**src/rtl/ddr_axi_rd_master.sv**
```systemverilog
`timescale 1ns/1ps
// AXI4 read master: splits one user request into INCR bursts (<= MAX_BURST beats, no 4 KB crossing).
// Optional DDR_RD_STAT_EN adds rd_beat_total / rd_err_cnt statistics outputs.
module ddr_axi_rd_master #(
  parameter int DATA_WIDTH = 64,
  parameter int ADDR_WIDTH = 29,
  parameter int LEN_WIDTH  = 16,
  parameter int MAX_BURST  = 256,
  parameter int ID_WIDTH   = 4,
  parameter logic [ID_WIDTH-1:0] RD_ID = 'hF
) (
  input  logic                  ACLK,
  input  logic                  ARESETN,
  input  logic                  rd_start,
  input  logic [LEN_WIDTH-1:0]  rd_len,
  input  logic [ADDR_WIDTH-1:0] rd_start_addr,
  output logic                  rd_ready,
  output logic [DATA_WIDTH-1:0] rd_fifo_data,
  output logic                  rd_fifo_we,
  input  logic                  rd_fifo_full,
  output logic                  rd_done,
  output logic                  rd_err,
  output logic [ID_WIDTH-1:0]   m_axi_arid,
  output logic [ADDR_WIDTH-1:0] m_axi_araddr,
  output logic [7:0]            m_axi_arlen,
  output logic [2:0]            m_axi_arsize,
  output logic [1:0]            m_axi_arburst,
  output logic                  m_axi_arlock,
  output logic [3:0]            m_axi_arcache,
  output logic [2:0]            m_axi_arprot,
  output logic [3:0]            m_axi_arqos,
  output logic                  m_axi_arvalid,
  input  logic                  m_axi_arready,
  input  logic                  m_axi_rvalid,
  input  logic                  m_axi_rlast,
  input  logic [1:0]            m_axi_rresp,
  input  logic [ID_WIDTH-1:0]   m_axi_rid,
  input  logic [DATA_WIDTH-1:0] m_axi_rdata,
  output logic                  m_axi_rready
`ifdef DDR_RD_STAT_EN
  ,
  output logic [31:0]           rd_beat_total,
  output logic [15:0]           rd_err_cnt
`endif
);
  localparam int BYTES = DATA_WIDTH / 8;
  localparam int SZ    = $clog2(BYTES);

  typedef enum logic [1:0] {IDLE, AR, DATA, DONE} state_t;

  state_t               state_reg;
  logic [LEN_WIDTH-1:0] remain_reg;
  logic [8:0]           beats_reg;
  logic [8:0]           beat_cnt_reg;

  logic                  beat_ok;
  logic                  beat_err;
  logic                  last_exp;
  logic [LEN_WIDTH-1:0]  remain_next;
  logic [ADDR_WIDTH-1:0] addr_next;
  logic [ADDR_WIDTH-1:0] start_addr;
  logic [8:0]            beats_start;
  logic [8:0]            beats_next;

  // Beats for one burst: limited by what is left, MAX_BURST and the distance to the next 4 KB page.
  function automatic logic [8:0] calc_beats(input logic [11:0] off, input logic [LEN_WIDTH-1:0] rem);
    logic [12:0] room;
    logic [31:0] m;
    room = (13'd4096 - {1'b0, off}) >> SZ;
    m = 32'(MAX_BURST);
    if (32'(rem) < m) m = 32'(rem);
    if (32'(room) < m) m = 32'(room);
    return m[8:0];
  endfunction

  assign start_addr  = rd_start_addr & ~ADDR_WIDTH'(BYTES - 1);
  assign remain_next = remain_reg - LEN_WIDTH'(beats_reg);
  assign addr_next   = m_axi_araddr + (ADDR_WIDTH'(beats_reg) << SZ);
  assign beats_start = calc_beats(start_addr[11:0], rd_len);
  assign beats_next  = calc_beats(addr_next[11:0], remain_next);

  assign rd_ready     = (state_reg == IDLE);
  assign m_axi_rready = (state_reg == DATA) && !rd_fifo_full;
  assign beat_ok      = m_axi_rvalid && m_axi_rready;
  assign rd_fifo_we   = beat_ok;
  assign rd_fifo_data = m_axi_rdata;

  // rlast mismatch covers both an early rlast and a missing one on the expected last beat.
  assign last_exp = (beat_cnt_reg == beats_reg - 9'd1);
  assign beat_err = (m_axi_rresp != 2'b00) || (m_axi_rid != RD_ID) || (m_axi_rlast != last_exp);

  assign m_axi_arid    = RD_ID;
  assign m_axi_arsize  = 3'(SZ);
  assign m_axi_arburst = 2'b01;
  assign m_axi_arlock  = 1'b0;
  assign m_axi_arcache = 4'b0011;
  assign m_axi_arprot  = 3'b000;
  assign m_axi_arqos   = 4'b0000;

  always_ff @(posedge ACLK or negedge ARESETN) begin
    if (!ARESETN) begin
      state_reg     <= IDLE;
      m_axi_araddr  <= '0;
      m_axi_arlen   <= '0;
      m_axi_arvalid <= 1'b0;
      rd_done       <= 1'b0;
      rd_err        <= 1'b0;
      remain_reg    <= '0;
      beats_reg     <= '0;
      beat_cnt_reg  <= '0;
    end else begin
      rd_done <= 1'b0;
      case (state_reg)
        IDLE: begin
          if (rd_start && (rd_len != '0)) begin
            m_axi_araddr  <= start_addr;
            remain_reg    <= rd_len;
            beats_reg     <= beats_start;
            m_axi_arlen   <= 8'(beats_start - 9'd1);
            m_axi_arvalid <= 1'b1;
            rd_err        <= 1'b0;
            state_reg     <= AR;
          end
        end
        AR: begin
          if (m_axi_arready) begin
            m_axi_arvalid <= 1'b0;
            beat_cnt_reg  <= '0;
            state_reg     <= DATA;
          end
        end
        DATA: begin
          if (beat_ok) begin
            beat_cnt_reg <= beat_cnt_reg + 9'd1;
            if (beat_err) rd_err <= 1'b1;
            if (m_axi_rlast) begin
              remain_reg   <= remain_next;
              m_axi_araddr <= addr_next;
              if (remain_next == '0) begin
                rd_done   <= 1'b1;
                state_reg <= DONE;
              end else begin
                beats_reg     <= beats_next;
                m_axi_arlen   <= 8'(beats_next - 9'd1);
                m_axi_arvalid <= 1'b1;
                state_reg     <= AR;
              end
            end
          end
        end
        DONE:    state_reg <= IDLE;
        default: state_reg <= IDLE;
      endcase
    end
  end

`ifdef DDR_RD_STAT_EN
  always_ff @(posedge ACLK or negedge ARESETN) begin
    if (!ARESETN) begin
      rd_beat_total <= '0;
      rd_err_cnt    <= '0;
    end else begin
      if (beat_ok) rd_beat_total <= rd_beat_total + 32'd1;
      if (rd_done && rd_err && (rd_err_cnt != 16'hFFFF)) rd_err_cnt <= rd_err_cnt + 16'd1;
    end
  end
`endif

endmodule

```
**config.mk**
```make
export PLATFORM = sky130hd
export DESIGN_NAME = ddr_axi_rd_master
export DESIGN_NICKNAME = d
export VERILOG_FILES = /design/src/rtl/ddr_axi_rd_master.sv
export SDC_FILE = /design/constraint.sdc
export NUM_CORES = 1
export LEC_CHECK = 0
export ABC_CLOCK_PERIOD_IN_PS = 5000
export CORE_ASPECT_RATIO = 0.5
export CORE_MARGIN = 3
export CORE_UTILIZATION = 41
export CTS_CLUSTER_SIZE = 25
export DETAILED_ROUTE_END_ITERATION = 6
export PLACE_DENSITY = 0.78
export SETUP_SLACK_MARGIN = 0.3
export SYNTH_ARGS = -nofsm -noshare
export SYNTH_HDL_FRONTEND = slang
export SYNTH_SLANG_ARGS = --single-unit
export TNS_END_PERCENT = 10
```
**constraint.sdc**
```tcl
create_clock -name ACLK -period 5 [get_ports ACLK]
set_input_delay 0.75 -clock ACLK [delete_from_list [all_inputs] [get_ports ACLK]]
set_output_delay 0.75 -clock ACLK [all_outputs]
set_load 0.05 [all_outputs]
```
# ---- After elaboration in Yosys (flattened, before gate mapping)
# Cells that the tools add are included.
dict set report word_totals {
  latchBits 0
  register_bits 76
  romBits 0
  memories 0
  ramBits 0
  wordCells 97
}
dict set report classes {
  mul 0
  add_sub_neg 8
  n_eq_ne 12
  n_shift 0
  n_reduce_logical 19
  n_mux 45
  order_cmp 4
  div_mod_pow 0
  bitwise_logic 0
}
# op n
set op_table {}
lappend op_table {{$mux 29} 3}
lappend op_table {{$mux 16} 5}
lappend op_table {{$mux 9} 8}
lappend op_table {{$pmux 29 s2} 1}
lappend op_table {{$pmux 9 s2} 2}
lappend op_table {{$lt 10x16->1} 2}
lappend op_table {{$lt 16x9->1 const B} 2}
lappend op_table {{$mux 8} 4}
lappend op_table {{$pmux 16 s2} 1}
lappend op_table {{$add 29x12->29} 1}
lappend op_table {{$sub 13x12->13 const A} 2}
lappend op_table {{$logic_not 16->1} 1}
lappend op_table {{$pmux 8 s2} 1}
lappend op_table {{$reduce_bool 16->1} 1}
lappend op_table {{$sub 16x9->16} 1}
lappend op_table {{$sub 8x1->8 const B} 2}
lappend op_table {{$mux 1} 12}
lappend op_table {{$reduce_and 4->1} 3}
lappend op_table {{$mux 2} 5}
lappend op_table {{$ne 2x2->1 const B} 5}
lappend op_table {{$add 9x1->9 const B} 1}
lappend op_table {{$eq 9x9->1} 1}
lappend op_table {{$sub 9x1->9 const B} 1}
lappend op_table {{$pmux 2 s4} 1}
lappend op_table {{other kinds (16)} 22}

# ---- Logic depth before layout (Yosys ltp)
# Gate-level depths: netlist (run 1).
dict set report logic_depth {
  word_depth 10
  ltp_mapped 26
}

# ---- Least setup slack after synthesis (run 1)
# OpenSTA, ideal clock, no wires.
dict set report synth_path {
  path_type {reg2reg}
  startpoint {register beats_reg[0]}
  endpoint {register m_axi_arlen[7]}
  slack_ns -0.148
  t_arrival_ns 5.019
  path_stages_with_launch 23
  period_less_slack_ns 5.148
  path_buffers 1
  t_required_ns 4.871
  path_cell_list {dfrtp_1 > ha_1 > inv_1 > fa_1 > a211oi_2 > nor3_1 > nor3_1 > xnor2_1 > and3_1 > buf_6 > nand3_1 > or2_2 > ha_1 > nand4_1 > a21oi_1 > or4_1 > nor4_2 > a41oi_4 > o221a_4 > nor4_4 > nand4_1 > xnor2_1 > o21ai_1}
}
dict set report synth_via {
  elab_chain_cells 10
  elab_cells_between_ends 15
}
# item line_no
set synth_rtl {}
lappend synth_rtl {{from (decl)} 53} ;# logic [8:0] beats_reg;
lappend synth_rtl {{from (signal assigned)} 118} ;# beats_reg <= beats_start;
lappend synth_rtl {{from (signal assigned)} 143} ;# beats_reg <= beats_next;
lappend synth_rtl {{$sub 16x9->16} 77} ;# assign remain_next = remain_reg - LEN_WIDTH'(beats_reg);
lappend synth_rtl {{$lt 16x9->1} 71} ;# if (32'(rem) < m) m = 32'(rem);
lappend synth_rtl {{$mux 16} 71}
lappend synth_rtl {{$lt 10x16->1} 72} ;# if (32'(room) < m) m = 32'(room);
lappend synth_rtl {{$mux 9} 72}
lappend synth_rtl {{$sub 8x1->8} 144} ;# m_axi_arlen <= 8'(beats_next - 9'd1);
lappend synth_rtl {{$mux 8} 139} ;# if (remain_next == '0) begin
lappend synth_rtl {{$mux 8} 136} ;# if (m_axi_rlast) begin
lappend synth_rtl {{$mux 8} 133} ;# if (beat_ok) begin
lappend synth_rtl {{$pmux 8 s2} 113} ;# case (state_reg)
lappend synth_rtl {{to (signal assigned)} 119} ;# m_axi_arlen <= 8'(beats_start - 9'd1);
lappend synth_rtl {{to (signal assigned)} 144}
lappend synth_rtl {{to (decl)} 25} ;# output logic [7:0] m_axi_arlen,
# Several ways; a longest one is shown, not always the timed one. The select of a mux whose other input is x is not followed.
# A chain may end at the register's enable or synchronous reset.

# ---- Final worst setup path (run 1)
dict set report layout_path {
  startpoint {input rd_len[14]}
  endpoint {register m_axi_arlen[7]}
}
dict set report layout_via {
  elab_chain_cells 7
  elab_cells_between_ends 11
}
# item line_no
set layout_rtl {}
lappend layout_rtl {{from (decl)} 15} ;# input logic [LEN_WIDTH-1:0] rd_len,
lappend layout_rtl {{$lt 16x9->1} 71}
lappend layout_rtl {{$mux 16} 71}
lappend layout_rtl {{$lt 10x16->1} 72}
lappend layout_rtl {{$mux 9} 72}
lappend layout_rtl {{$sub 8x1->8} 119}
lappend layout_rtl {{$mux 8} 115} ;# if (rd_start && (rd_len != '0)) begin
lappend layout_rtl {{$pmux 8 s2} 113}
# Several ways; a longest one is shown, not always the timed one. The select of a mux whose other input is x is not followed.

==> results.yml, run 1 <==
critical_path:
  crit_family: "compound AO/OA/AOI/OAI gates"
  path_class: "in2reg"
  crit-reg2reg-launch: "beats_reg[0]"
  crit_buf_inv: 1
  worstPathRequired_ns: 5.23
  cpPeakStageDelay_ns: 0.64
  worst_setup_path_end_kind: "flip-flop"
  cp-startpoint: "rd_len[14]"
  cp_cell_sequence: "clkdlybuf4s50_1, or4_1, nor2_1, nand2_1, ha_1, a21o_1, a21o_1, a211o_1, a2111oi_0, a211oi_1, a41oi_2, o21ai_2, nor4_4, nand4_1, xnor2_1, o21ai_1"
  start_kind: "primary input"
  crit_top_cell: "a21o_1"
  worst_ep_arrival_time_ns: 5.17
  worst-path-max-fanout: 4
  crit_path_top_delay_cell: "or4_1"
clocking:
  clkTransAtPathRegs_ns: 0.06
  cts_tree: "done"
  holdBufCountCts: 0
  clock-sinks: 73
  clk_latency_ns: 0.35
  cts_max_level: 3
  cts_buffer_depth: 2
  cts_made_buffers: 9
  cts_root_buf: "clkbuf_16"
worst_hold_path:
  min_from: "m_axi_arlen[4]"
  hold_path.class: "reg2reg"
layout:
  drive_gt1_share_pct: 16.2
  area_growth_pct: 24.4
  largest_reg_flops: 26
  diodes: 0
  fillers: 1401
  instances_no_fill: 1154
  fin_area_um2: 8280
  nets: 1094
die:
  rows: 32
  start_util_pct: 42.5
  io-pin-count: 250
  core_region_area_um2: 15700
  dieHeight_um: 96.1
  die_area_um2: 17900
  die_w_um: 186
synthesis:
  synth_common_cells: "104 x nand2_1, 88 x buf_4, 79 x nor2_1, 73 x dfrtp_1, 66 x a21oi_1"
  ys_types: 75
  ys_seq_area_share_pct: 27.4
  syn_avg_cell_area_um2: 7.89
  post-synth-top-count-cell: "nand2_1"
  synth_area_um2: 6660
  yosys.area.top_type_share_pct: 27.4
  synth_top_area_cell: "dfrtp_1"
  synth_cells: 844
  netlist_top_cells_area: "dfrtp_1 27%, buf_4 9.9%, ha_1 7.9%"
  yosysWarningCount: 0
  ys_seq_elements: 73
  ys.flop_type: "dfrtp_1"
  synth_edf_count: 0
  ys_async_sr_fraction_pct: 100
power:
  netSwitchingPower_uw: 3870
  p_seq_share_pct: 14.8
  netSwitchingFraction_pct: 51.5
  p_int_uw: 3650
  combPwrFrac_pct: 76.2
  peakVddDrop_mv: 0.341
  p_clk_share_pct: 9.0
  power.leakage_uw: 0.00350
  power_density_nw_per_um2: 909
detailed_routing:
  antenna_left: 0
  drc_errors: 0
  dr.pass1.iters: 5
  drt_iter0_drc: 507
  num_vias: 6393
  wirelength_um: 20600
  wl_per_cell_um: 17.9
  viasPerCell: 5.54
placed_design:
  place.gp.congestion: 0.982
  hpwl_um: 15900
  placed_cell_area_um2: 7850
  dp_slack_ns: -0.293
  place.port_buffers: 94
  dp_cells: 1136
timing:
  final.min_clock_period_ns: 4.95
  holdWs_ns: 0.477
  fmax_ghz: 0.202
  tightest_slew_ns: 1.07
  skew_ns: 0.00976
  hold_viol_final: 0
  setup_tns_ns: 0
  final.period_utilization_pct: 98.9
  finalWorstSetupSlack_ns: 0.0547
  rsz0062_at_grt: "true"
  finalSetupViolCount: 0
  drv_slew: 0
  slew_headroom_pct: 28.7
global_routing:
  grtUsageTotal_pct: 22.8
  antenna_found_initial: 0
  grt_pass1_wl_um: 32100
  overflow: 0
  grt_start_max_net_pins: 74
  grt_pass1_vias: 6068
flow_run:
  drv_cap: 0
outcome:
  status: "complete, no violations"
metal layers:
metal | GRT usage, % | vias to the layer above | share of wire (%)
met5 | 0 | - | 0
met2 | 38.4 | 245 | 48
met3 | 5.85 | 49 | 7.5
li1 | - | 3054 | -
met4 | 6.50 | 0 | 2.1
met1 | 29.1 | 3045 | 43
area by class of cell:
type / count / area, µm² / area share [%]
Tap cell: 221 / 277 / 3.34
Clock buffer: 10 / 239 / 2.89
Inverter: 33 / 126 / 1.53
Multi-Input combinational cell: 641 / 4220 / 51.0
Clock inverter: 6 / 67.6 / 0.816
Sequential cell: 73 / 1830 / 22.1
Timing Repair Buffer: 170 / 1520 / 18.4
layout by cell type, fill, tap and decap left out, drive strengths merged, types with 19 or more instances in the layout:
master,n
xor2,19
buf,77
nand2,104
o21ai,53
nor2,79
nand3,20
dfrtp,73
a21oi,66
ha,42
inv,33
conb,26
clkdlybuf4s50,93
xnor2,32
path summary, 6_finish.rpt:
kind	to	slack (ns)	cells after the start
worst max-delay path	m_axi_arlen[7]	0.05	16
min in group asynchronous	beat_cnt_reg[7]	0.53	1
worst max register to register	m_axi_arlen[7]	0.07	20
worst min-delay path	m_axi_arlen[4]	0.48	2
max in group asynchronous	beats_reg[0]	3.76	1
worst min register to register	m_axi_arlen[4]	0.48	2
per-stage QoR:
stage | util [%] | total power (µW)
6_report | 52.9 | 7530
5_1_grt | 52.9 | 8060
4_1_cts | 52.7 | 7370
3_5_place_dp | 50.1 | 6490
3_3_place_gp | 50.1 | 6370
2_1_floorplan | - | 4680
repair_timing:
item                                    4_1_cts  5_1_grt
buffers inserted                              2        0
pin swaps                                    15        3
hold endpoints to repair                      0        0
resized for setup                            17        8
endpoints found under the setup margin       17       16
kinds of logic (layout without fill, tap and decap cells):
group / count (synthesis) / count (layout) / synth area share [%]
DFF: 73 / 73 / 27.4
AOI/OAI and AO/OA: 226 / 226 / 22.2
muxes: 3 / 3 / 0.470
buffers and inverters: 154 / 219 / 13.8
and+or+nand+nor: 291 / 291 / 20.8
other: 2 / 26 / 0.113
adders and majority gates: 44 / 44 / 8.49
xor gates and xnor gates: 51 / 51 / 6.71
worst min-delay path, delay by kind of cell, from the launching register on:
family,cells,cell delay (ns)
DFF,1,0.34
and+or+nand+nor,1,0.05
AOI/OAI and AO/OA,1,0.06
power by group through the flow:
stage | Sequential [µW] | Clock, µW | Combinational (µW)
floorplan | 1560 | 0 | 3130
global placement | 1100 | 0 | 5270
detailed placement | 1110 | 0 | 5380
CTS | 1110 | 682 | 5580
global route | 1150 | 708 | 6200
finish | 1110 | 677 | 5740
(Power assumes the default switching activity.)
==> inputs of run 2 (changes only) <==
--- a/config.mk
+++ b/config.mk
@@ -7,7 +7,6 @@
 export LEC_CHECK = 0
 export ABC_CLOCK_PERIOD_IN_PS = 5000
 export CORE_ASPECT_RATIO = 0.5
-export CORE_MARGIN = 3
 export CORE_UTILIZATION = 41
 export CTS_CLUSTER_SIZE = 25
 export DETAILED_ROUTE_END_ITERATION = 6
==> run 2 against run 1 <==
Critical path type is now reg2reg. Worst hold slack is essentially flat. Largest cell class unchanged. The flow now finishes with violations (negative setup slack). Utilization grew 1.4 points. Global-route usage grew 2.9 points. Sequential share of layout area shrank 0.60 points.
==> results.yml, run 2 (synthesized netlist as in run 1, its figures left out) <==
clocking:
  holdBufCountCts: 0
  cts_buffer_depth: 2
  cts_max_level: 3
  cts_root_buf: "clkbuf_16"
  clkTransAtPathRegs_ns: 0.06
  clock-sinks: 73
  cts_made_buffers: 9
  cts_tree: "done"
  clk_latency_ns: 0.34
critical_path:
  r2r-end: "m_axi_arlen[7]"
  reg2reg_slack_ns: -0.04
  start_kind: "flip-flop"
  crit_path_top_delay_cell: "or4_4"
  crit-reg2reg-launch: "remain_reg[0]"
  reg2regPathDepth: 22
  worstPathRequired_ns: 5.21
  crit_family: "simple AND/OR/NAND/NOR gates"
  cp-startpoint: "remain_reg[0]"
  path_class: "reg2reg"
  cp.depth: 22
  worst_ep_arrival_time_ns: 5.26
  cpPeakStageDelay_ns: 0.47
  worst-path-max-fanout: 4
  cp-endpoint: "m_axi_arlen[7]"
  crit_buf_inv: 2
  worst_setup_path_end_kind: "flip-flop"
  cp_cell_sequence: "inv_2, ha_4, inv_1, fa_2, a211oi_4, o21ai_2, o31ai_2, xnor2_1, and3_4, nand3_4, or2_4, ha_4, nand4_1, a21oi_1, or4_4, nor4_4, a41oi_4, o221a_4, nor4_4, nand4_1, xnor2_1, o21ai_1"
placed_design:
  dp_slack_ns: -0.356
  place.gp.congestion: 0.903
  hpwl_um: 16100
  place.port_buffers: 94
  dp_cells: 1147
die:
  dieHeight_um: 92.1
  rows: 32
  start_util_pct: 42.5
  core_region_area_um2: 15700
  io-pin-count: 250
  die_w_um: 182
  die_area_um2: 16800
timing:
  tightest_slew_ns: 0.993
  drv_slew: 0
  skew_ns: 0.00722
  final.min_clock_period_ns: 5.04
  final.period_utilization_pct: 101
  finalSetupViolCount: 3
  slew_headroom_pct: 33.8
  hold_viol_final: 0
  rsz0062_at_grt: "true"
  fmax_ghz: 0.198
  finalWorstSetupSlack_ns: -0.0434
layout:
  area_growth_pct: 27.8
  final_common_cell: "nand2_1"
  fillers: 1389
  diodes: 0
  largest_reg_flops: 26
  drive_gt1_share_pct: 18.8
  instances_no_fill: 1175
  mostFrequentLayoutCells: "103 x nand2_1, 96 x buf_4, 93 x clkdlybuf4s50_1, 78 x nor2_1, 72 x dfrtp_1"
  nets: 1115
detailed_routing:
  antenna_left: 0
  drc_errors: 0
  num_vias: 6446
  wl_per_cell_um: 17.9
  wirelength_um: 21100
  dr.pass1.iters: 5
  viasPerCell: 5.49
  drt_iter0_drc: 578
global_routing:
  grt_pass1_vias: 6253
  grt_pass1_wl_um: 33700
  use_met2_pct: 42.2
  grtUsageTotal_pct: 25.6
  use_met3_pct: 6.83
  busiest_layer: "met2"
  antenna_found_initial: 0
  grt_use_met1_pct: 32.8
  grt_start_max_net_pins: 74
  overflow: 0
outcome:
  status: "finished with violations"
  failed_checks: "negative setup slack"
worst_hold_path:
  hold_path.class: "reg2reg"
power:
  power.leakage_uw: 0.00364
  peakVddDrop_mv: 0.418
  power_density_nw_per_um2: 920
flow_run:
  drv_cap: 0
[run 2: final cells by class]
cell class	count	area [µm²]	area share, %
repair buffers	191	1670	19.7
inverters	33	129	1.51
clock inverters	6	90.1	1.06
clock buffers	10	239	2.81
well taps	221	277	3.25
flip-flops and latches	73	1830	21.5
multi-input cells	641	4270	50.2
[run 2: per-stage QoR]
stage	hold WS [ns]	power, µW	area, µm²	TNS, ns	utilization, %
after floorplan	0.454	4680	6840	0	-
after global placement	0.465	6490	7920	-1.46	50.6
after detailed placement	0.472	6590	7920	-2.56	50.6
after CTS	0.487	7740	8480	0	54.2
after global routing	0.525	8380	8510	-1.73	54.4
final	0.477	7830	8510	-0.0736	54.4
[run 2: worst reg2reg max path, delay by kind of cell (launching register included)]
kind,cells,cell delay [ns]
flip-flops,1,0.37
adder cells (fa/ha/maj),3,0.72
buffers and inverters,2,0.12
AO/OA/AOI/OAI,7,1.37
XOR/XNOR,2,0.37
AND/OR/NAND/NOR,8,1.96
[run 2: where the power goes]
part | internal (µW) | switching [µW] | leakage, µW
combinational | 2610 | 3390 | 0.00260
clock | 453 | 277 | 0.000159
sequential | 853 | 250 | 0.000881
total | 3910 | 3920 | 0.00364
[run 2: routing by layer]
metal  up-vias  wire length (µm)
met4         0               465
met5         -                 0
met3        51              1760
li1       3089                 -
met1      3045              9110
met2       261              9760
[run 2: worst min path at each step]
stage	startpoint	end	slack [ns]	cells past startpoint
final	m_axi_arlen[1]	m_axi_arlen[1]	0.48	2
after global routing	m_axi_arlen[4]	m_axi_arlen[4]	0.53	2
after CTS	m_axi_arlen[1]	m_axi_arlen[1]	0.49	2
after detailed placement	m_axi_arlen[1]	m_axi_arlen[1]	0.47	2
after global placement	m_axi_arlen[1]	m_axi_arlen[1]	0.46	2
after floorplan	ARESETN	beat_cnt_reg[0]	0.45	0
[run 2: repair_timing]
| action | 4_1_cts | 5_1_grt |
|---|---|---|
| gates resized for setup | 32 | 4 |
| buffers inserted | 12 | 0 |
| pin swaps | 26 | 1 |
| endpoints found under the setup margin | 17 | 16 |
| hold endpoints to repair | 0 | 0 |
==> inputs of run 3 (changes only) <==
--- a/config.mk
+++ b/config.mk
@@ -5,12 +5,12 @@
 export SDC_FILE = /design/constraint.sdc
 export NUM_CORES = 1
 export LEC_CHECK = 0
-export ABC_CLOCK_PERIOD_IN_PS = 5000
+export ABC_CLOCK_PERIOD_IN_PS = 6300
 export CORE_ASPECT_RATIO = 0.5
-export CORE_UTILIZATION = 41
+export CORE_UTILIZATION = 45
 export CTS_CLUSTER_SIZE = 25
 export DETAILED_ROUTE_END_ITERATION = 6
-export PLACE_DENSITY = 0.78
+export DONT_BUFFER_PORTS = 1
 export SETUP_SLACK_MARGIN = 0.3
 export SYNTH_ARGS = -nofsm -noshare
 export SYNTH_HDL_FRONTEND = slang
==> constraint.sdc (replaced) <==
create_clock -name ACLK -period 6.3 [get_ports ACLK]
set_input_delay 0.945 -clock ACLK [delete_from_list [all_inputs] [get_ports ACLK]]
set_output_delay 0.945 -clock ACLK [all_outputs]
set_load 0.05 [all_outputs]
==> run 3 against run 2 <==
The flow now finishes without violations. Maximum frequency shrank 8.7%. Final area shrank 22%. Worst hold slack lost 0.18 ns. First-iteration DRC count shrank 34%. Setup slack gained 0.82 ns. Die area shrank 8.7%. Register-to-register slack gained 0.82 ns. Clock power shrank 27%. Critical endpoint unchanged. Highest routed layer unchanged.
==> results.yml, run 3 (synthesized netlist as in run 1, its figures left out) <==
outcome:
  status: "complete, no violations"
layout:
  largest_reg_flops: 26
  area_growth_pct: 0.263
  fillers: 1420
  nets: 938
  drive_gt1_share_pct: 7.85
  fin_area_um2: 6680
  final_common_cell: "nand2_1"
  mostFrequentLayoutCells: "104 x nand2_1, 78 x nor2_1, 73 x dfrtp_1, 66 x a21oi_1, 45 x o21ai_0"
  diodes: 0
clocking:
  cts_buffer_depth: 2
  clock-sinks: 73
  cts_resized: 0
  clk_latency_ns: 0.34
  clkTransAtPathRegs_ns: 0.06
  holdBufCountCts: 0
  cts_max_level: 3
  cts_root_buf: "clkbuf_16"
  post_cts_buffers: 0
  cts_tree: "done"
  cts_made_buffers: 9
timing:
  final.period_utilization_pct: 87.7
  setup_tns_ns: 0
  skew_ns: 0.00792
  slew_headroom_pct: 34.6
  final.min_clock_period_ns: 5.52
  drv_slew: 0
  fmax_ghz: 0.181
  tightest_slew_ns: 0.979
  finalSetupViolCount: 0
  hold_viol_final: 0
  rsz0062_at_grt: "false"
power:
  total_power_uw: 4830
  power.leakage_uw: 0.00282
  combPwrFrac_pct: 62.2
  p_clk_share_pct: 11.1
  p_seq_share_pct: 26.7
  netSwitchingFraction_pct: 56.0
  peakVddDrop_mv: 0.264
  netSwitchingPower_uw: 2710
  power_density_nw_per_um2: 724
  p_int_uw: 2130
critical_path:
  path_class: "reg2reg"
  r2r-end: "m_axi_arlen[7]"
  crit-reg2reg-launch: "remain_reg[0]"
  reg2regPathDepth: 23
  reg2reg_slack_ns: 0.78
  cp-endpoint: "m_axi_arlen[7]"
  worstPathRequired_ns: 6.49
  start_kind: "flip-flop"
  worst_ep_arrival_time_ns: 5.72
  worst-path-max-fanout: 8
  cp-startpoint: "remain_reg[0]"
  worst_setup_path_end_kind: "flip-flop"
detailed_routing:
  wl_per_cell_um: 19.0
  drt_iter0_drc: 379
  dr.pass1.iters: 5
  viasPerCell: 5.84
  wirelength_um: 18400
  antenna_left: 0
  drc_errors: 0
  num_vias: 5655
die:
  io-pin-count: 250
  die_area_um2: 15300
  dieHeight_um: 88.0
  rows: 30
  core_region_area_um2: 14000
  die_w_um: 174
  start_util_pct: 47.6
placed_design:
  place.port_buffers: 0
  place.gp.congestion: 0.944
  hpwl_um: 13800
  placed_cell_area_um2: 6320
flow_run:
  drv_cap: 0
global_routing:
  antenna_found_initial: 0
  grt_start_max_net_pins: 74
  grtUsageTotal_pct: 24.3
  grt_pass1_vias: 5106
  grt_pass1_wl_um: 28700
  overflow: 0
worst_hold_path:
  hold_path.class: "in2async"
-- run 3: cell count changes in the layout (fill, tap and decap cells not counted), moves of 3 or more --
| cell | previous run | this run |
|---|---|---|
| buf_4 | 96 | 14 |
| clkdlybuf4s50_1 | 93 | 0 |
| a21oi_2 | 3 | 0 |
| nor3_1 | 9 | 13 |
| nor3_2 | 6 | 2 |
| xor2_1 | 16 | 19 |
| xor2_2 | 3 | 0 |
| a21oi_1 | 63 | 66 |
| ha_2 | 3 | 0 |
| ha_1 | 36 | 42 |
| ha_4 | 3 | 0 |
-- run 3: layout make-up --
type	instances	area, µm²	area share (%)
tap	192	240	3.60
multi-input combinational	641	4080	61.1
timing repair buffer	14	105	1.57
inverter	33	124	1.85
sequential	73	1830	27.4
clock inverter	4	52.6	0.787
clock buffer	12	246	3.69
-- run 3: how the worst min path moves through the flow --
stage / start / to / slack [ns] / cells after the start
6_report: ARESETN / m_axi_araddr[18] / 0.30 / 0
3_3_place_gp: remain_reg[2] / remain_reg[2] / 0.48 / 2
5_1_grt: ARESETN / m_axi_araddr[22] / 0.28 / 0
4_1_cts: ARESETN / m_axi_araddr[19] / 0.28 / 0
2_1_floorplan: remain_reg[2] / remain_reg[2] / 0.46 / 2
3_5_place_dp: remain_reg[2] / remain_reg[2] / 0.48 / 2
-- run 3: through the flow --
| stage | instances | util [%] | hold WS, ns | setup slack [ns] |
|---|---|---|---|---|
| final | 969 | 47.7 | 0.295 | 0.777 |
| after global routing | 969 | 47.7 | 0.276 | 0.349 |
| after CTS | 969 | 47.3 | 0.284 | 0.400 |
| after detailed placement | 953 | 45.1 | 0.482 | 0.417 |
| after global placement | 953 | 45.1 | 0.482 | 0.488 |
| after floorplan | 868 | - | 0.456 | 1.15 |
-- run 3: power by group through the flow --
| stage | clock, µW | sequential (µW) | combinational (µW) |
|---|---|---|---|
| 2_1_floorplan | 0 | 1240 | 2350 |
| 5_1_grt | 565 | 1330 | 3340 |
| 3_3_place_gp | 0 | 1300 | 2800 |
| 3_5_place_dp | 0 | 1310 | 2850 |
| 4_1_cts | 543 | 1300 | 2870 |
| 6_report | 534 | 1290 | 3010 |
-- run 3: critical path, cell delays in order (launching register included) --
cell	delay, ns
dfrtp_1	0.36
inv_1	0.07
ha_1	0.17
inv_1	0.05
fa_1	0.46
a211oi_4	0.30
nor3_1	0.17
nor3_2	0.28
xnor2_1	0.15
and3_4	0.27
nand3_1	0.16
or2_2	0.35
ha_1	0.30
nand4_1	0.11
a21oi_1	0.06
or4_4	0.47
nor3_1	0.26
nor4_1	0.13
a41oi_1	0.29
o21ai_1	0.20
nor4_4	0.37
nand4_1	0.15
xnor2_1	0.16
o21ai_1	0.07
-- run 3: per-layer routing --
layer	wire (µm)	track usage [%]	part of all wire [%]	vias to the layer above
met1	8680	33.1	47	2679
met3	1520	7.34	8.2	41
met2	7890	37.3	43	203
met5	0	0	0	-
li1	-	-	-	2732
met4	338	6.78	1.8	0
